**config.mk**
```make
export PLATFORM = sky130hd
export DESIGN_NAME = arch_rat_multi_retire
export DESIGN_NICKNAME = d
export VERILOG_FILES = /design/src/rtl/arch_rat_multi_retire.sv
export SDC_FILE = /design/constraint.sdc
export NUM_CORES = 1
export LEC_CHECK = 0
export ABC_AREA = 1
export CAP_MARGIN = 30
export CORE_MARGIN = 2
export CORE_UTILIZATION = 40
export CTS_BUF_LIST = sky130_fd_sc_hd__clkbuf_16
export DETAILED_ROUTE_END_ITERATION = 6
export HOLD_SLACK_MARGIN = 0.08
export PLACE_DENSITY = 0.76
export SYNTH_ARGS = -nofsm -noshare
export SYNTH_HDL_FRONTEND = slang
export SYNTH_HIERARCHICAL = 1
export SYNTH_SLANG_ARGS = --single-unit
```
**constraint.sdc**
```tcl
create_clock -name clk -period 6.7 [get_ports clk]
set_input_delay 1.34 -clock clk [delete_from_list [all_inputs] [get_ports clk]]
set_output_delay 1.34 -clock clk [all_outputs]
set_load 0.01 [all_outputs]
```
**src/rtl/arch_rat_multi_retire.sv**
```systemverilog
// Retirement-side register alias table: multi-wide commit with superseded-tag release
// and a sequencer that streams the committed map to the front-end RAT on recovery.

module arch_rat_slot #(
    parameter int ARCH_REGS      = 32,
    parameter int PHY_WIDTH      = 6,
    parameter int ZERO_REG_FIXED = 1
) (
    input  logic                                 accept,
    input  logic [4:0]                           rd_arch,
    input  logic [PHY_WIDTH-1:0]                 rd_phy,
    input  logic [ARCH_REGS-1:0][PHY_WIDTH-1:0]  map_in,
    output logic [ARCH_REGS-1:0][PHY_WIDTH-1:0]  map_out,
    output logic                                 free_en,
    output logic [PHY_WIDTH-1:0]                 old_phy
);
    // One commit slot: reads the map as left by older slots, so same-cycle WAW chains naturally.
    always_comb begin
        map_out = map_in;
        old_phy = '0;
        free_en = accept && !((ZERO_REG_FIXED != 0) && (rd_arch == 5'd0));
        for (int i = 0; i < ARCH_REGS; i++) begin
            if (rd_arch == 5'(i)) begin
                old_phy = map_in[i];
                if (free_en)
                    map_out[i] = rd_phy;
            end
        end
    end
endmodule

module arch_rat_multi_retire #(
    parameter int ARCH_REGS      = 32,
    parameter int PHY_WIDTH      = 6,
    parameter int RETIRE_WIDTH   = 2,
    parameter int LANES          = 8,
    parameter int ZERO_REG_FIXED = 1
) (
    input  logic                              clk,
    input  logic                              rst,
    input  logic                              stall,
    input  logic [RETIRE_WIDTH-1:0]           retire_valid,
    input  logic [RETIRE_WIDTH*5-1:0]         retire_rd_arch,
    input  logic [RETIRE_WIDTH*PHY_WIDTH-1:0] retire_rd_phy,
    output logic                              retire_ready,
    output logic [RETIRE_WIDTH-1:0]           free_valid,
    output logic [RETIRE_WIDTH*PHY_WIDTH-1:0] free_phy,
    output logic [ARCH_REGS*PHY_WIDTH-1:0]    back_rat,
    input  logic                              recover_req,
    output logic                              recover_busy,
    output logic                              recover_valid,
    output logic [$clog2(ARCH_REGS)-1:0]      recover_base,
    output logic [LANES*PHY_WIDTH-1:0]        recover_data,
    output logic                              recover_done
);
    localparam int AW     = $clog2(ARCH_REGS);
    localparam int GROUPS = ARCH_REGS / LANES;
    localparam int GW     = (GROUPS > 1) ? $clog2(GROUPS) : 1;
    localparam logic [GW-1:0] LAST_GRP = GW'(GROUPS - 1);

    typedef enum logic [1:0] {IDLE, COPY, DONE} state_t;

    state_t                                  state_q, state_d;
    logic [GW-1:0]                           grp_q, grp_d;
    logic [ARCH_REGS-1:0][PHY_WIDTH-1:0]     map_q, map_next;
    logic [GROUPS-1:0][LANES*PHY_WIDTH-1:0]  map_grp;
    logic [RETIRE_WIDTH-1:0]                 accept, free_en, free_valid_q;
    logic [RETIRE_WIDTH-1:0][PHY_WIDTH-1:0]  old_phy, free_phy_q;
    logic                                    rec_valid, rec_done;

    assign retire_ready = (state_q == IDLE);
    assign accept       = retire_valid & {RETIRE_WIDTH{retire_ready && !stall}};

    for (genvar k = 0; k < RETIRE_WIDTH; k++) begin : g_slot
        logic [ARCH_REGS-1:0][PHY_WIDTH-1:0] map_in, map_out;
        if (k == 0) begin : g_first
            assign map_in = map_q;
        end else begin : g_chain
            assign map_in = g_slot[k-1].map_out;
        end
        arch_rat_slot #(
            .ARCH_REGS      (ARCH_REGS),
            .PHY_WIDTH      (PHY_WIDTH),
            .ZERO_REG_FIXED (ZERO_REG_FIXED)
        ) u_slot (
            .accept  (accept[k]),
            .rd_arch (retire_rd_arch[k*5 +: 5]),
            .rd_phy  (retire_rd_phy[k*PHY_WIDTH +: PHY_WIDTH]),
            .map_in  (map_in),
            .map_out (map_out),
            .free_en (free_en[k]),
            .old_phy (old_phy[k])
        );
    end

    assign map_next = g_slot[RETIRE_WIDTH-1].map_out;

    always_ff @(posedge clk or posedge rst) begin
        if (rst) begin
            for (int i = 0; i < ARCH_REGS; i++)
                map_q[i] <= PHY_WIDTH'(i);
            free_valid_q <= '0;
            free_phy_q   <= '0;
            state_q      <= IDLE;
            grp_q        <= '0;
        end else begin
            map_q        <= map_next;
            free_valid_q <= free_en;
            for (int k = 0; k < RETIRE_WIDTH; k++)
                if (free_en[k])
                    free_phy_q[k] <= old_phy[k];
            state_q      <= state_d;
            grp_q        <= grp_d;
        end
    end

    // Stall freezes the sequencer in whatever state it is in, including DONE.
    always_comb begin
        state_d   = state_q;
        grp_d     = grp_q;
        rec_valid = 1'b0;
        rec_done  = 1'b0;
        case (state_q)
            IDLE: begin
                if (recover_req && !stall) begin
                    state_d = COPY;
                    grp_d   = '0;
                end
            end
            COPY: begin
                if (!stall) begin
                    rec_valid = 1'b1;
                    if (grp_q == LAST_GRP)
                        state_d = DONE;
                    else
                        grp_d = grp_q + 1'b1;
                end
            end
            DONE: begin
                if (!stall) begin
                    rec_done = 1'b1;
                    state_d  = IDLE;
                end
            end
            default: state_d = IDLE;
        endcase
    end

    assign map_grp       = map_q;
    assign recover_busy  = (state_q != IDLE);
    assign recover_valid = rec_valid;
    assign recover_done  = rec_done;
    assign recover_base  = (state_q == COPY) ? AW'(32'(grp_q) * 32'(LANES)) : '0;
    assign recover_data  = (state_q == COPY) ? map_grp[grp_q] : '0;
    assign free_valid    = free_valid_q;
    assign free_phy      = free_phy_q;
    assign back_rat      = map_q;
endmodule

```
* Yosys cells after proc, flatten, opt, wreduce, memory -nomap -nowiden *
Cells that the tools add are included.

cells by class
  add/subtract/negate cells = 1
  multiply operators = 0
  div/mod/pow operators = 0
  order comparisons = 1
  eq/ne operators = 70
  shift operators = 0
  mux-type cells = 208
  bitwise logic cells = 1
  reduce and logical (&&, ||, !) cells = 14

operators by type and width
  kind                                                        number
  two-way mux 6 bit                                           192
  == test 5 bit, second input constant                        32
  binary-select mux 48 bit (select 2 bit)                     1
  two-way mux 48 bit                                          2
  == test 5 x 4 -> 1 bit, second input constant               16
  == test 5 x 3 -> 1 bit, second input constant               8
  == test 5 x 2 -> 1 bit, second input constant               4
  two-way mux 2 bit                                           7
  == test 5 x 1 -> 1 bit, second input constant               2
  zero test 5 bit                                             2
  inequality test 2 bit, second input constant                4
  AND reduction 4 bit                                         2
  case mux 2 bit (3 select lines)                             1
  two-way mux 5 bit                                           1
  == test 2 bit, second input constant                        2
  logical AND 1 bit                                           4
  case mux 2 bit (2 select lines)                             1
  nonzero test 2 bit                                          2
  zero test 1 bit                                             3
  less-than comparator 2 x 3 -> 1 bit, second input constant  1
  two-way mux 1 bit                                           3
  adder 2 x 1 -> 2 bit, second input constant                 1
  bitwise AND 2 bit                                           1
  == test 2 x 1 -> 1 bit, second input constant               1
  2 further kinds                                             2

word-level totals
  bits in registers = 210
  latch bits = 0
  bits in writable memories = 0
  bits in read-only memories = 0
  bits of input ports = 28
  output and inout bits = 263
  word-level logic and storage cells = 332
  memories kept = 0

* Longest topological paths before layout *
  word-level depth = 38
  depth in mapped cells = 31
  depth with buffers taken out = 31

* Cells and area by module *
Netlist, hierarchy kept.

by module, submodules not included
  module                             times used  cells each  area an instance (sq um)  seq. area each (sq um)
  arch_rat_multi_retire              1           829         8069.0                    5355.1
  arch_rat_slot at g_slot[1].u_slot  1           948         4115.2                    0.0
  arch_rat_slot at g_slot[0].u_slot  1           931         4107.7                    0.0

* Worst setup path after synthesis *
OpenSTA, ideal clock, no wires.

  path kind = input port to flip-flop
  start point = input port retire_rd_arch[1]
  end point = register free_phy_q (netlist bit free_phy[6])
  library setup time = 125 ps
  arrival time = 3945 ps
  setup slack = 2631 ps
  cell stages on the path = 28
  cells stage by stage = nor2_1 > nand2_1 > nor2_1 > inv_1 > nand2_1 > clkbuf_1 > nor2_1 > inv_1 > o21ai_0 > nand4_1 > nand2_1 > nor2_1 > nand4_1 > nand2_1 > nand4_1 > nand2_1 > nand4_1 > nand2_1 > nand4_1 > nor2_1 > nand3_1 > nand2_1 > nand4_1 > nand2_1 > nand3_1 > nand2_1 > nand4_1 > mux2_2

RTL lines
  item                           line  source
  start, declared                43    input logic [RETIRE_WIDTH*5-1:0] retire_rd_arch,
  end signal, assigned by index  111   free_phy_q[k] <= old_phy[k];
  end, declared                  68    logic [RETIRE_WIDTH-1:0][PHY_WIDTH-1:0] old_phy, free_phy_q;

==> results.tsv <==
metric	value	unit
outcome	complete, but fails checks	
violations	design-rule violations	
fin_area	0.02062	mm2
fin_ws	0.6695	ns
synth_area_leaders	nand2_1, dfrtp_1, dfstp_2	
fmax	0.1658	GHz
seq_area_frac_synth	32.87	%
worstMarginPinSlew	1.070	ns
final.setup_skew	0.01581	ns
final_core_util	51.54	%
ant_nets	0	
power_density	375.3	mW/mm2
clk_pin_slew	0.06	ns
numCtsBuffers	27	
maxSlewViolCount	0	
drt_first_pass_iters	7	
place_congestion	1.084	
cts.sinks	210	
synth_top_area_share	21.84	%
rsz0062_at_grt	no	
tns	0	ns
drt_iter0_markers	3378	
nFillCells	4146	
grt_pass1_wl	139.0	mm
crit_fanout	13	
vias	20920	
final_net_count	2978	
setup_viol	0	
die_area	0.04236	mm2
yosysWarningCount	6	
dieHeight	205.8	um
grt_max_degree	130	
ir_drop	217.7	uV
drt-wirelength-per-cell	28.62	um
fin_crit_sh	90.01	%
route.detailed.drc	23	
syn_to_final_growth	26.55	%
grt_pass1_vias	18950	
core_area	0.04001	mm2
synth_area	0.01629	mm2
insertion_delay	0.58	ns
drive_gt1_share	8.182	%
io_buffer_count	287	
yosysUniqueCellTypes	34	
p_leak	9.192	nW
ioPinCount	291	
synth_cells	2708	
routed_wl	100.1	mm
slew_headroom	28.56	%
vias_per_cell	5.978	
drv_cap	0	
worstPathRequired	7.16	ns
initial_core_util	40.72	%
post-place-ws	0.3862	ns
synth_seq_cells	210	
syn-mean-instance-area	6.016	um2
clockBufferDepth	3	
antenna_found_initial	5	
postCtsHoldBufs	0	
post-route-min-period	6.030	ns
yosysTopAreaCell	nand2_1	
post_cts_buffers	0	
cts_tree	built	
globalRouteOverflowTotal	0	
ctsResizeCount	0	
hold_viol_final	0	
placed_area	0.01971	mm2
crit_path_end_kind	register	
cts-htree-levels	1	
critPathLaunchType	input pin	
hp-class	register to register	
grt_usage	46.49	%
dpl.hpwl	76.76	mm
die_w	205.8	um
cts_root_buf	clkbuf_16	
path_class	input pin to register	
rows	73	
arrival	6.49	ns
cell usage after synthesis, drive strengths merged:
cell      n
nand3   147
o21ai   365
nand4    86
nor3      1
dfstp    80
nor3b     2
dfrtp   130
or2      27
o22ai    42
buf      46
o211ai    1
a21oi    81
o31ai     1
clkbuf   72
nor2    176
mux2     24
ha        1
nand2   949
clkinv    7
inv     469
conb      1
area by class of cell:
cell class | instances | area [um2] | area share [%]
timing repair buffer | 328 | 3321 | 16.11
inverter | 476 | 1790 | 8.684
sequential | 210 | 5356 | 25.98
clock buffer | 27 | 675.6 | 3.277
tap | 525 | 656.9 | 3.186
antenna | 4 | 10.01 | 0.04855
multi-input combinational | 1906 | 8610 | 41.76
clock inverter | 23 | 197.7 | 0.9589
power by group:
group          total (W)  internal (W)  switching [W]
clock            0.00150      0.000877       0.000619
combinational    0.00378       0.00156        0.00222
sequential       0.00246       0.00173       0.000725
sequential cells by signal, summed over array words and instances, names as in the netlist:
register,flops
grp_q,2
free_phy,12
state_q,2
back_rat,192
free_valid,2
cell usage in the layout, fill, tap and decap left out, drive strengths merged:
cell / Yosys / layout
or2: 27 / 27
o211ai: 1 / 1
dfrtp: 130 / 130
nand2: 949 / 949
bufinv: 0 / 4
nand3: 147 / 147
mux2: 24 / 24
inv: 469 / 478
nor3b: 2 / 2
o21ai: 365 / 365
clkdlybuf4s50: 0 / 287
diode: 0 / 4
nand4: 86 / 86
nor3: 1 / 1
conb: 1 / 3
o22ai: 42 / 42
nor2: 176 / 176
ha: 1 / 1
o31ai: 1 / 1
clkbuf: 72 / 27
a21oi: 81 / 81
buf: 46 / 41
dfstp: 80 / 80
clkinvlp: 0 / 1
clkinv: 7 / 16
logic make-up after synthesis:
logic type | after synthesis | share of synthesized area (%)
AND/OR/NAND/NOR | 1388 | 35.57
buffers and inverters | 594 | 14.38
AO/OA/AOI/OAI | 490 | 15.43
flip-flops | 210 | 32.87
multiplexers | 24 | 1.659
adder cells (fa/ha/maj) | 1 | 0.07679
other | 1 | 0.02302
critical path, cell delays in order:
cell             delay, ns
clkdlybuf4s50_1       0.55
nor2_1                0.64
nand2_1               0.24
nor2_1                0.19
inv_1                 0.06
nand2_1               0.07
inv_1                 0.28
nand2_1               0.60
o21ai_0               0.29
nand3_1               0.14
nand2_1               0.05
inv_1                 0.08
nand3_1               0.14
nand2_1               0.14
nand3_1               0.08
nand2_1               0.06
nand4_1               0.08
nand2_1               0.10
nand4_1               0.08
nand2_1               0.15
nand4_1               0.14
nor2_1                0.15
nand4_1               0.14
nand2_1               0.11
nand4_1               0.08
nand2_1               0.15
nand4_1               0.09
mux2_2                0.26
per-layer routing:
metal,global-route usage [%],up-vias,wire length (um)
li1,-,8986,-
met1,61.89,9826,38630
met2,66.99,1811,40950
met3,18.18,290,15470
met4,18.98,4,5071
met5,0,-,21
worst paths after layout:
path / from / to / slack (ns) / cells after the start
max in group asynchronous: rst / grp_q[0]$_DFFE_PP0P_ / 4.45 / 3
setup / recovery: retire_rd_arch[1] / free_phy[11]$_DFFE_PP0P_ / 0.67 / 28
setup reg to reg: state_q[0]$_DFFE_PP0P_ / free_phy[11]$_DFFE_PP0P_ / 2.07 / 26
hold reg to reg: free_phy[8]$_DFFE_PP0P_ / free_phy[8]$_DFFE_PP0P_ / 0.52 / 1
min in group asynchronous: rst / back_rat[191]$_DFF_PP0_ / 1.10 / 2
hold / removal: free_phy[8]$_DFFE_PP0P_ / free_phy[8]$_DFFE_PP0P_ / 0.52 / 1
metrics by stage:
step                cells  total power (W)  hold slack, ns
finish               3499         0.007737          0.5231
global route         3495         0.008022          0.5432
CTS                  3494         0.007558          0.5261
global placement     3437         0.006034          0.4928
detailed placement   3444         0.006054          0.5013
floorplan            2710         0.003896          0.5334
No activity file was read; power rests on OpenSTA's default activity.
